**src/rtl/rv32i_types.sv**
```systemverilog
// Shared types and constants for the memory-side line/burst adapter.
package rv32i_types;

  localparam int unsigned DEFAULT_LINE_SIZE   = 256;
  localparam int unsigned DEFAULT_BURST_WIDTH = 64;
  localparam int unsigned LINE_BYTES_SHIFT    = $clog2(DEFAULT_LINE_SIZE / 8);

  typedef enum logic [2:0] {
    IDLE,
    RD_CMD,
    RD_DATA,
    WR_DATA,
    RESP
  } adapter_state_t;

endpackage

```
**src/rtl/line_burst_adapter.sv**
```systemverilog
// Turns one line-granular read/write into a BEATS-long burst on a narrow bus.
// Optional perf counters: define LINE_BURST_ADAPTER_PERF_EN.
module line_burst_adapter
  import rv32i_types::*;
#(
  parameter int unsigned LINE_SIZE   = DEFAULT_LINE_SIZE,
  parameter int unsigned BURST_WIDTH = DEFAULT_BURST_WIDTH
) (
  input  logic                   clk,
  input  logic                   rst,
  input  logic [31:0]            pmem_address,
  input  logic                   pmem_read,
  input  logic                   pmem_write,
  input  logic [LINE_SIZE-1:0]   pmem_wdata,
  output logic [LINE_SIZE-1:0]   pmem_rdata,
  output logic                   pmem_resp,
  output logic [31:0]            bmem_addr,
  output logic                   bmem_read,
  output logic                   bmem_write,
  output logic [BURST_WIDTH-1:0] bmem_wdata,
  input  logic                   bmem_ready,
  input  logic [BURST_WIDTH-1:0] bmem_rdata,
  input  logic                   bmem_rvalid
);

  localparam int unsigned BEATS      = LINE_SIZE / BURST_WIDTH;
  localparam int unsigned CNT_W      = (BEATS > 1) ? $clog2(BEATS) : 1;
  localparam int unsigned ADDR_SHIFT = $clog2(LINE_SIZE / 8);
  localparam logic [31:0] ADDR_MASK  = ~((32'd1 << ADDR_SHIFT) - 32'd1);
  localparam logic [CNT_W-1:0] LAST_BEAT = CNT_W'(BEATS - 1);

  adapter_state_t         state_q, state_d;
  logic [CNT_W-1:0]       cnt_q, cnt_d, cnt_inc;
  logic [LINE_SIZE-1:0]   line_q, line_d, line_fill;
  logic [LINE_SIZE-1:0]   rdata_q, rdata_d;
  logic                   resp_q, resp_d;
  logic                   read_q, read_d;
  logic                   write_q, write_d;
  logic [31:0]            addr_q, addr_d;
  logic [BURST_WIDTH-1:0] wdata_q, wdata_d;

  assign cnt_inc    = cnt_q + 1'b1;
  assign pmem_rdata = rdata_q;
  assign pmem_resp  = resp_q;
  assign bmem_addr  = addr_q;
  assign bmem_read  = read_q;
  assign bmem_write = write_q;
  assign bmem_wdata = wdata_q;

  always_comb begin
    line_fill = line_q;
    line_fill[int'(cnt_q) * BURST_WIDTH +: BURST_WIDTH] = bmem_rdata;
  end

  always_comb begin
    state_d = state_q;
    cnt_d   = cnt_q;
    line_d  = line_q;
    rdata_d = rdata_q;
    resp_d  = resp_q;
    read_d  = read_q;
    write_d = write_q;
    addr_d  = addr_q;
    wdata_d = wdata_q;
    unique case (state_q)
      IDLE: begin
        // Write wins so a dirty victim is flushed before its replacement fill.
        if (pmem_write) begin
          state_d = WR_DATA;
          addr_d  = pmem_address & ADDR_MASK;
          line_d  = pmem_wdata;
          write_d = 1'b1;
          wdata_d = pmem_wdata[BURST_WIDTH-1:0];
          cnt_d   = '0;
        end else if (pmem_read) begin
          state_d = RD_CMD;
          addr_d  = pmem_address & ADDR_MASK;
          read_d  = 1'b1;
        end
      end
      RD_CMD: begin
        if (bmem_ready) begin
          read_d  = 1'b0;
          cnt_d   = '0;
          state_d = RD_DATA;
        end
      end
      RD_DATA: begin
        if (bmem_rvalid) begin
          line_d = line_fill;
          if (cnt_q == LAST_BEAT) begin
            rdata_d = line_fill;
            cnt_d   = '0;
            resp_d  = 1'b1;
            state_d = RESP;
          end else begin
            cnt_d = cnt_inc;
          end
        end
      end
      WR_DATA: begin
        if (bmem_ready) begin
          if (cnt_q == LAST_BEAT) begin
            write_d = 1'b0;
            cnt_d   = '0;
            resp_d  = 1'b1;
            state_d = RESP;
          end else begin
            cnt_d   = cnt_inc;
            wdata_d = line_q[int'(cnt_inc) * BURST_WIDTH +: BURST_WIDTH];
          end
        end
      end
      RESP: begin
        resp_d  = 1'b0;
        state_d = IDLE;
      end
      default: state_d = IDLE;
    endcase
  end

  always_ff @(posedge clk or negedge rst) begin
    if (!rst) begin
      state_q <= IDLE;
      cnt_q   <= '0;
      line_q  <= '0;
      rdata_q <= '0;
      resp_q  <= 1'b0;
      read_q  <= 1'b0;
      write_q <= 1'b0;
      addr_q  <= '0;
      wdata_q <= '0;
    end else begin
      state_q <= state_d;
      cnt_q   <= cnt_d;
      line_q  <= line_d;
      rdata_q <= rdata_d;
      resp_q  <= resp_d;
      read_q  <= read_d;
      write_q <= write_d;
      addr_q  <= addr_d;
      wdata_q <= wdata_d;
    end
  end

`ifdef LINE_BURST_ADAPTER_PERF_EN
  logic [63:0] rd_lines;
  logic [63:0] wr_lines;
  logic [63:0] stall_cycles;

  always_ff @(posedge clk or negedge rst) begin
    if (!rst) begin
      rd_lines     <= '0;
      wr_lines     <= '0;
      stall_cycles <= '0;
    end else begin
      if (state_q == RD_DATA && bmem_rvalid && cnt_q == LAST_BEAT) begin
        rd_lines <= rd_lines + 64'd1;
      end
      if (state_q == WR_DATA && bmem_ready && cnt_q == LAST_BEAT) begin
        wr_lines <= wr_lines + 64'd1;
      end
      if (((state_q == RD_CMD || state_q == WR_DATA) && !bmem_ready) ||
          (state_q == RD_DATA && !bmem_rvalid)) begin
        stall_cycles <= stall_cycles + 64'd1;
      end
    end
  end
`endif

endmodule

```
**config.mk**
```make
export PLATFORM = sky130hd
export DESIGN_NAME = line_burst_adapter
export DESIGN_NICKNAME = d
export VERILOG_FILES = /design/src/rtl/rv32i_types.sv /design/src/rtl/line_burst_adapter.sv
export SDC_FILE = /design/constraint.sdc
export NUM_CORES = 1
export LEC_CHECK = 0
export ABC_AREA = 1
export CAP_MARGIN = 40
export CORE_MARGIN = 2
export CORE_UTILIZATION = 45
export CTS_CLUSTER_DIAMETER = 60
export CTS_CLUSTER_SIZE = 20
export DETAILED_ROUTE_END_ITERATION = 10
export PLACE_DENSITY = 0.75
export SETUP_SLACK_MARGIN = 0.1
export SYNTH_ARGS = -nofsm -noshare
export SYNTH_HDL_FRONTEND = slang
export SYNTH_SLANG_ARGS = --single-unit
export TNS_END_PERCENT = 5
```
**constraint.sdc**
```tcl
create_clock -name clk -period 3.6 [get_ports clk]
set_clock_uncertainty 0.05 [all_clocks]
set_input_delay 0.36 -clock clk [delete_from_list [all_inputs] [get_ports clk]]
set_output_delay 0.36 -clock clk [all_outputs]
set_load 0.1 [all_outputs]
```
# == After elaboration in Yosys (flattened, before gate mapping) ==
# Cells that the tools add are included.
# classes
n_addsub,2
eq_ne,14
n_shift,3
muxes,35
reduce_logical,16
# op_table
operator,count
2-to-1 mux 256 bit,2
one-hot mux 256 bit (2 select lines),1
bitwise mux 256 bit,1
"variable shift 64 x 34 -> 256 bit, first input constant",1
variable part select 256 x 9 -> 64 bit,1
variable part select 64 x 34 -> 256 bit,1
2-to-1 mux 64 bit,3
one-hot mux 64 bit (2 select lines),1
2-to-1 mux 32 bit,2
negator 8 -> 34 bit,1
2-to-1 mux 3 bit,6
"inequality test 2 bit, second input constant",8
AND reduction 4 bit,4
one-hot mux 3 bit (4 select lines),1
2-to-1 mux 2 bit,5
2-to-1 mux 1 bit,9
AND reduction 3 bit,3
one-hot mux 2 bit (4 select lines),1
nonzero test 2 bit,4
"equality test 3 x 2 -> 1 bit, second input constant",2
AND reduction 5 bit,1
one-hot mux 1 bit (2 select lines),2
nonzero test 4 bit,1
"equality test 3 x 1 -> 1 bit, second input constant",1
8 further kinds,8
# totals
reg_bits,616
out_inout_bits,355

# == Logic depth before layout (Yosys ltp) ==
# depth
depth_word,5
mapped_depth,15

# == Least setup slack after synthesis ==
# OpenSTA, ideal clock, no wires.
# synth_timing
path_kind,register -> register
from,register cnt_q[0]
to,register line_q[195]
setup_time_ps,65
arrival_time_ps,2446
path_slack_ps,1039
stages_incl_launch_ff,13
n_path_buf,5
period_less_slack_ps,2561
cell_sequence,dfrtp_1 > buf_2 > inv_1 > clkbuf_1 > buf_2 > ha_1 > buf_2 > nor3_2 > clkbuf_1 > nand2_1 > nand3_1 > nand3_1 > nand2_1
# synth_between
elab_chain_len,5
# synth_lines
item,line_no,text
"start, declared",line_burst_adapter.sv:33,"logic [CNT_W-1:0] cnt_q, cnt_d, cnt_inc;"
"start signal, assigned",line_burst_adapter.sv:135,cnt_q <= cnt_d;
negator 8 -> 34 bit *,line_burst_adapter.sv:52,line_fill[int'(cnt_q) * BURST_WIDTH +: BURST_WIDTH] = bmem_rdata;
variable part select 64 x 34 -> 256 bit / variable shift 64 x 34 -> 256 bit (equally long branches),line_burst_adapter.sv:52,
bitwise mux 256 bit *,line_burst_adapter.sv:52,
2-to-1 mux 256 bit *,line_burst_adapter.sv:89,if (bmem_rvalid) begin
one-hot mux 256 bit (2 select lines) *,line_burst_adapter.sv:65,unique case (state_q)
"end signal, assigned",line_burst_adapter.sv:136,line_q <= line_d;
"end, declared",line_burst_adapter.sv:34,"logic [LINE_SIZE-1:0] line_q, line_d, line_fill;"
# Every way passes the cells marked *; elsewhere a longest branch is shown, timed or not. The select of a mux whose other input is x is not followed.
# A chain may end at the register's enable or synchronous reset.

# == Final worst setup path ==
# layout_timing
from,register cnt_q[0]
to,"register rdata_q[157], in the netlist pmem_rdata[157]"
# layout_between
elab_chain_len,3
# layout_lines
item,line_no,text
negator 8 -> 34 bit,line_burst_adapter.sv:52,
variable part select 64 x 34 -> 256 bit / variable shift 64 x 34 -> 256 bit (equally long branches),line_burst_adapter.sv:52,
bitwise mux 256 bit,line_burst_adapter.sv:52,
"end signal, assigned",line_burst_adapter.sv:137,rdata_q <= rdata_d;
"end, declared",line_burst_adapter.sv:35,"logic [LINE_SIZE-1:0] rdata_q, rdata_d;"
# Several ways; a longest one is shown, not always the timed one.

==> key figures <==
Status
  – Status: completed

Layout
  – Area delta synth->final: 47.63%
  – Leading cell types in the layout, fill and taps excluded: 2162 x sky130_fd_sc_hd__nand2_1, 700 x sky130_fd_sc_hd__clkdlybuf4s50_1, 610 x sky130_fd_sc_hd__dfrtp_1
  – Leading cell type in the layout, fill and taps excluded: sky130_fd_sc_hd__nand2_1
  – Layout Cell Area excl Fill: about 0.05 mm2
  – Fillers: a little under 6000
  – Area used by sequential logic in the layout: ~0.015 mm2
  – Combined area of the multi-input logic cells: roughly 0.016 mm2
  – Final net count: between 6000 and 7000
  – Share of cells above drive strength 1: 0.1334

Synth
  – Number of standard cells after synthesis: 4916
  – Post-synth cell types: 29
  – Synth Warn #: 0
  – Sequential cell area fraction in the yosys report: 0.4469
  – Post-synth design cell area: around 0.034 mm2
  – Avg Synthesized Cell Area: around 7.0 um2
  – Flip-flop and latch count after synthesis: 611

Floorplan
  – Die width: between 200 and 300 um
  – Die Y-Extent: around 280 um
  – Num ports: 713
  – Std-Cell Core Area: 0.07557 mm2
  – Number of standard-cell rows in the floorplan: between 100 and 150
  – Initial standard-cell utilization of the core: 0.4527
  – Die Outline Area: 0.07824 mm2

Clock network
  – Register clock-pin slew on the reported worst setup and hold paths: around 80 ps
  – H-Tree Level Count: 2
  – Clock tree from TritonCTS: yes
  – Clock Root Buffer: sky130_fd_sc_hd__clkbuf_16
  – Clk sinks: 611
  – Deepest clock path buffer count: 3
  – CTS Buf Count: 51
  – Buffers inserted during post-CTS setup optimization: 0
  – Source-to-sink clock delay at the later pin of the worst-skew pair: roughly 630 ps

Setup path
  – CP Class: reg2reg
  – Critical path peak fanout: 79
  – Launching element type of the critical path: register
  – Top cell family by delay on the critical path: simple AND/OR/NAND/NOR gates
  – Largest stage delay on the critical path: ~740 ps
  – Count of buffering cells on the critical path with inverters included: 1
  – Kind of capture point of the worst setup path: register
  – Critical path data required time: 3990 ps
  – Arrival time reported for the critical path endpoint: 3650 ps
  – Crit path cell chain: ha_1, nand2_1, nor2_4, buf_4, nor2_1, a31oi_1
  – Worst-path cell with the longest stage delay: sky130_fd_sc_hd__a31oi_1

Place
  – Final estimated routing congestion in global placement: around 0.95
  – Port Buffer Count: around 700
  – Placement-stage worst setup slack: 841.5 ps
  – Post-place instance area: around 0.049 mm2
  – HPWL reported at the end of detailed placement: roughly 96000 um

Timing
  – Slew at the pin with the worst max-slew slack: 996.3 ps
  – Slew Viols, Final: 0
  – Peak Freq: just over 300 MHz
  – Min Hold Slack: between 200 and 250 ps
  – Total negative setup slack: 0 ps
  – Count of final setup violators: 0
  – Final number of hold-violating endpoints: 0
  – Part of the cycle the worst path needs: 0.9058
  – Worst setup slack after layout: between 300 and 400 ps
  – Final critical-path required period: ~3300 ps
  – Unrepaired setup endpoints after global routing: no
  – Max-slew headroom: 0.3358

Routing
  – DR iter-0 viols: about 4700
  – Number of vias per cell after detailed routing: 5.715
  – First-pass iteration count of the detailed router: 7
  – Post-detailed-route count of antenna-violating nets: 0
  – DRC viols: 0
  – Routed length per instance: roughly 22 um
  – Wire length reported by the detailed router: between 100000 and 150000 um
  – Via count: about 39000

GRT
  – Number of antenna violations at the first check in global routing: 19
  – Largest net degree at the start of global routing: ~170
  – Vias in the first global route: approximately 39000
  – Wire length of the first global-routing pass: roughly 230000 um
  – Total global-route track usage: 0.3736
  – Total congestion overflow after global routing: 0

Worst hold path
  – Tightest Hold Check Type: in2reg

Flow run
  – # Max-Cap Violations: 0
[layout make-up]
| class | count | area share |
|---|---|---|
| diodes | 13 | 0.0006441 |
| clock buffers | 59 | 0.02747 |
| clock inverters | 36 | 0.009340 |
| inverters | 367 | 0.02745 |
| multi-input cells | 3602 | 0.3189 |
| flip-flops and latches | 611 | 0.3028 |
| well taps | 978 | 0.02423 |
| repair buffers | 1133 | 0.2892 |
[flip-flops by register name (all words and copies together) (netlist names)]
name        flops
bmem_wdata     64
pmem_rdata    256
cnt_q           2
bmem_write      1
bmem_read       1
pmem_resp       1
line_q        256
bmem_addr      27
state_q         3
[synth_stat cells]
library cell | instances | area (um2)
sky130_fd_sc_hd__o21a_1 | 1 | 7.510
sky130_fd_sc_hd__o21ai_0 | 29 | 145.1
sky130_fd_sc_hd__a21boi_0 | 1 | 7.510
sky130_fd_sc_hd__inv_2 | 8 | 30.03
sky130_fd_sc_hd__a21oi_1 | 3 | 15.01
sky130_fd_sc_hd__nand2_1 | 2162 | 8115
sky130_fd_sc_hd__clkbuf_1 | 133 | 499.2
sky130_fd_sc_hd__nor2_1 | 267 | 1002
sky130_fd_sc_hd__nand3_2 | 2 | 20.02
sky130_fd_sc_hd__ha_1 | 6 | 75.07
sky130_fd_sc_hd__conb_1 | 1 | 3.750
sky130_fd_sc_hd__nor3_2 | 1 | 10.01
sky130_fd_sc_hd__a31oi_1 | 255 | 1595
sky130_fd_sc_hd__o21ai_1 | 1 | 5.000
sky130_fd_sc_hd__nor2_4 | 2 | 22.52
sky130_fd_sc_hd__buf_1 | 14 | 52.55
sky130_fd_sc_hd__nor3_1 | 2 | 10.01
sky130_fd_sc_hd__or2_2 | 217 | 1358
sky130_fd_sc_hd__o211ai_1 | 64 | 480.5
sky130_fd_sc_hd__nand2_2 | 2 | 12.51
sky130_fd_sc_hd__nand3b_1 | 64 | 480.5
sky130_fd_sc_hd__buf_4 | 22 | 165.2
sky130_fd_sc_hd__nor4_1 | 1 | 6.260
sky130_fd_sc_hd__buf_2 | 171 | 855.8
sky130_fd_sc_hd__nor2_2 | 6 | 37.54
sky130_fd_sc_hd__inv_1 | 359 | 1348
sky130_fd_sc_hd__nand4_1 | 3 | 18.77
sky130_fd_sc_hd__dfrtp_1 | 611 | 15290
sky130_fd_sc_hd__nand3_1 | 508 | 2542
[stage by stage]
| step | util | std cells |
|---|---|---|
| detailed placement | 0.6432 | 6690 |
| CTS | 0.6679 | 6786 |
| global route | 0.6683 | 6797 |
| floorplan | - | 4920 |
| global placement | 0.5565 | 6339 |
| finish | 0.6683 | 6799 |
[logic make-up (layout without fill, tap and decap cells)]
family                   count (synthesis)  after routing  share of synthesized area
AO/OA/AOI/OAI                          354            354                    0.06594
buffers and inverters                  707           1595                    0.08624
other                                    1             18                  0.0001096
adder cells (fa/ha/maj)                  6              6                   0.002194
AND/OR/NAND/NOR                       3237           3237                     0.3986
flip-flops                             611            611                     0.4469
[final timing paths]
path / start / slack, ps / depth (start not counted) / endpoint
min in group asynchronous: rst / 250 / 2 / pmem_rdata[220]
min reg2reg: bmem_wdata[21] / 430 / 2 / bmem_wdata[21]
min: pmem_address[20] / 240 / 3 / bmem_addr[20]
max: cnt_q[0] / 340 / 6 / pmem_rdata[157]
max in group asynchronous: rst / 2080 / 4 / line_q[195]
max reg2reg: cnt_q[0] / 340 / 6 / pmem_rdata[157]
[tightest hold or removal path, stage by stage]
cell                              delay (ps)
sky130_fd_sc_hd__clkdlybuf4s50_1         390
sky130_fd_sc_hd__inv_1                    50
sky130_fd_sc_hd__o21ai_0                  80
[per-layer routing]
| metal | share of wire | global-route usage |
|---|---|---|
| met1 | 0.36 | 0.4546 |
| met2 | 0.45 | 0.5808 |
| met3 | 0.12 | 0.09541 |
| met4 | 0.075 | 0.2611 |
| met5 | 0.00046 | 0 |
[repair_timing]
| action | in CTS | in global routing |
|---|---|---|
| setup endpoints to repair | 0 | 0 |
| resized for setup | 0 | 0 |
| hold endpoints to repair | 55 | 0 |
| hold buffers | 1 | 0 |
Power is left out: the tool's default activity adds up to more than one toggle a clock period on the data nets, which glitch-free logic cannot reach.
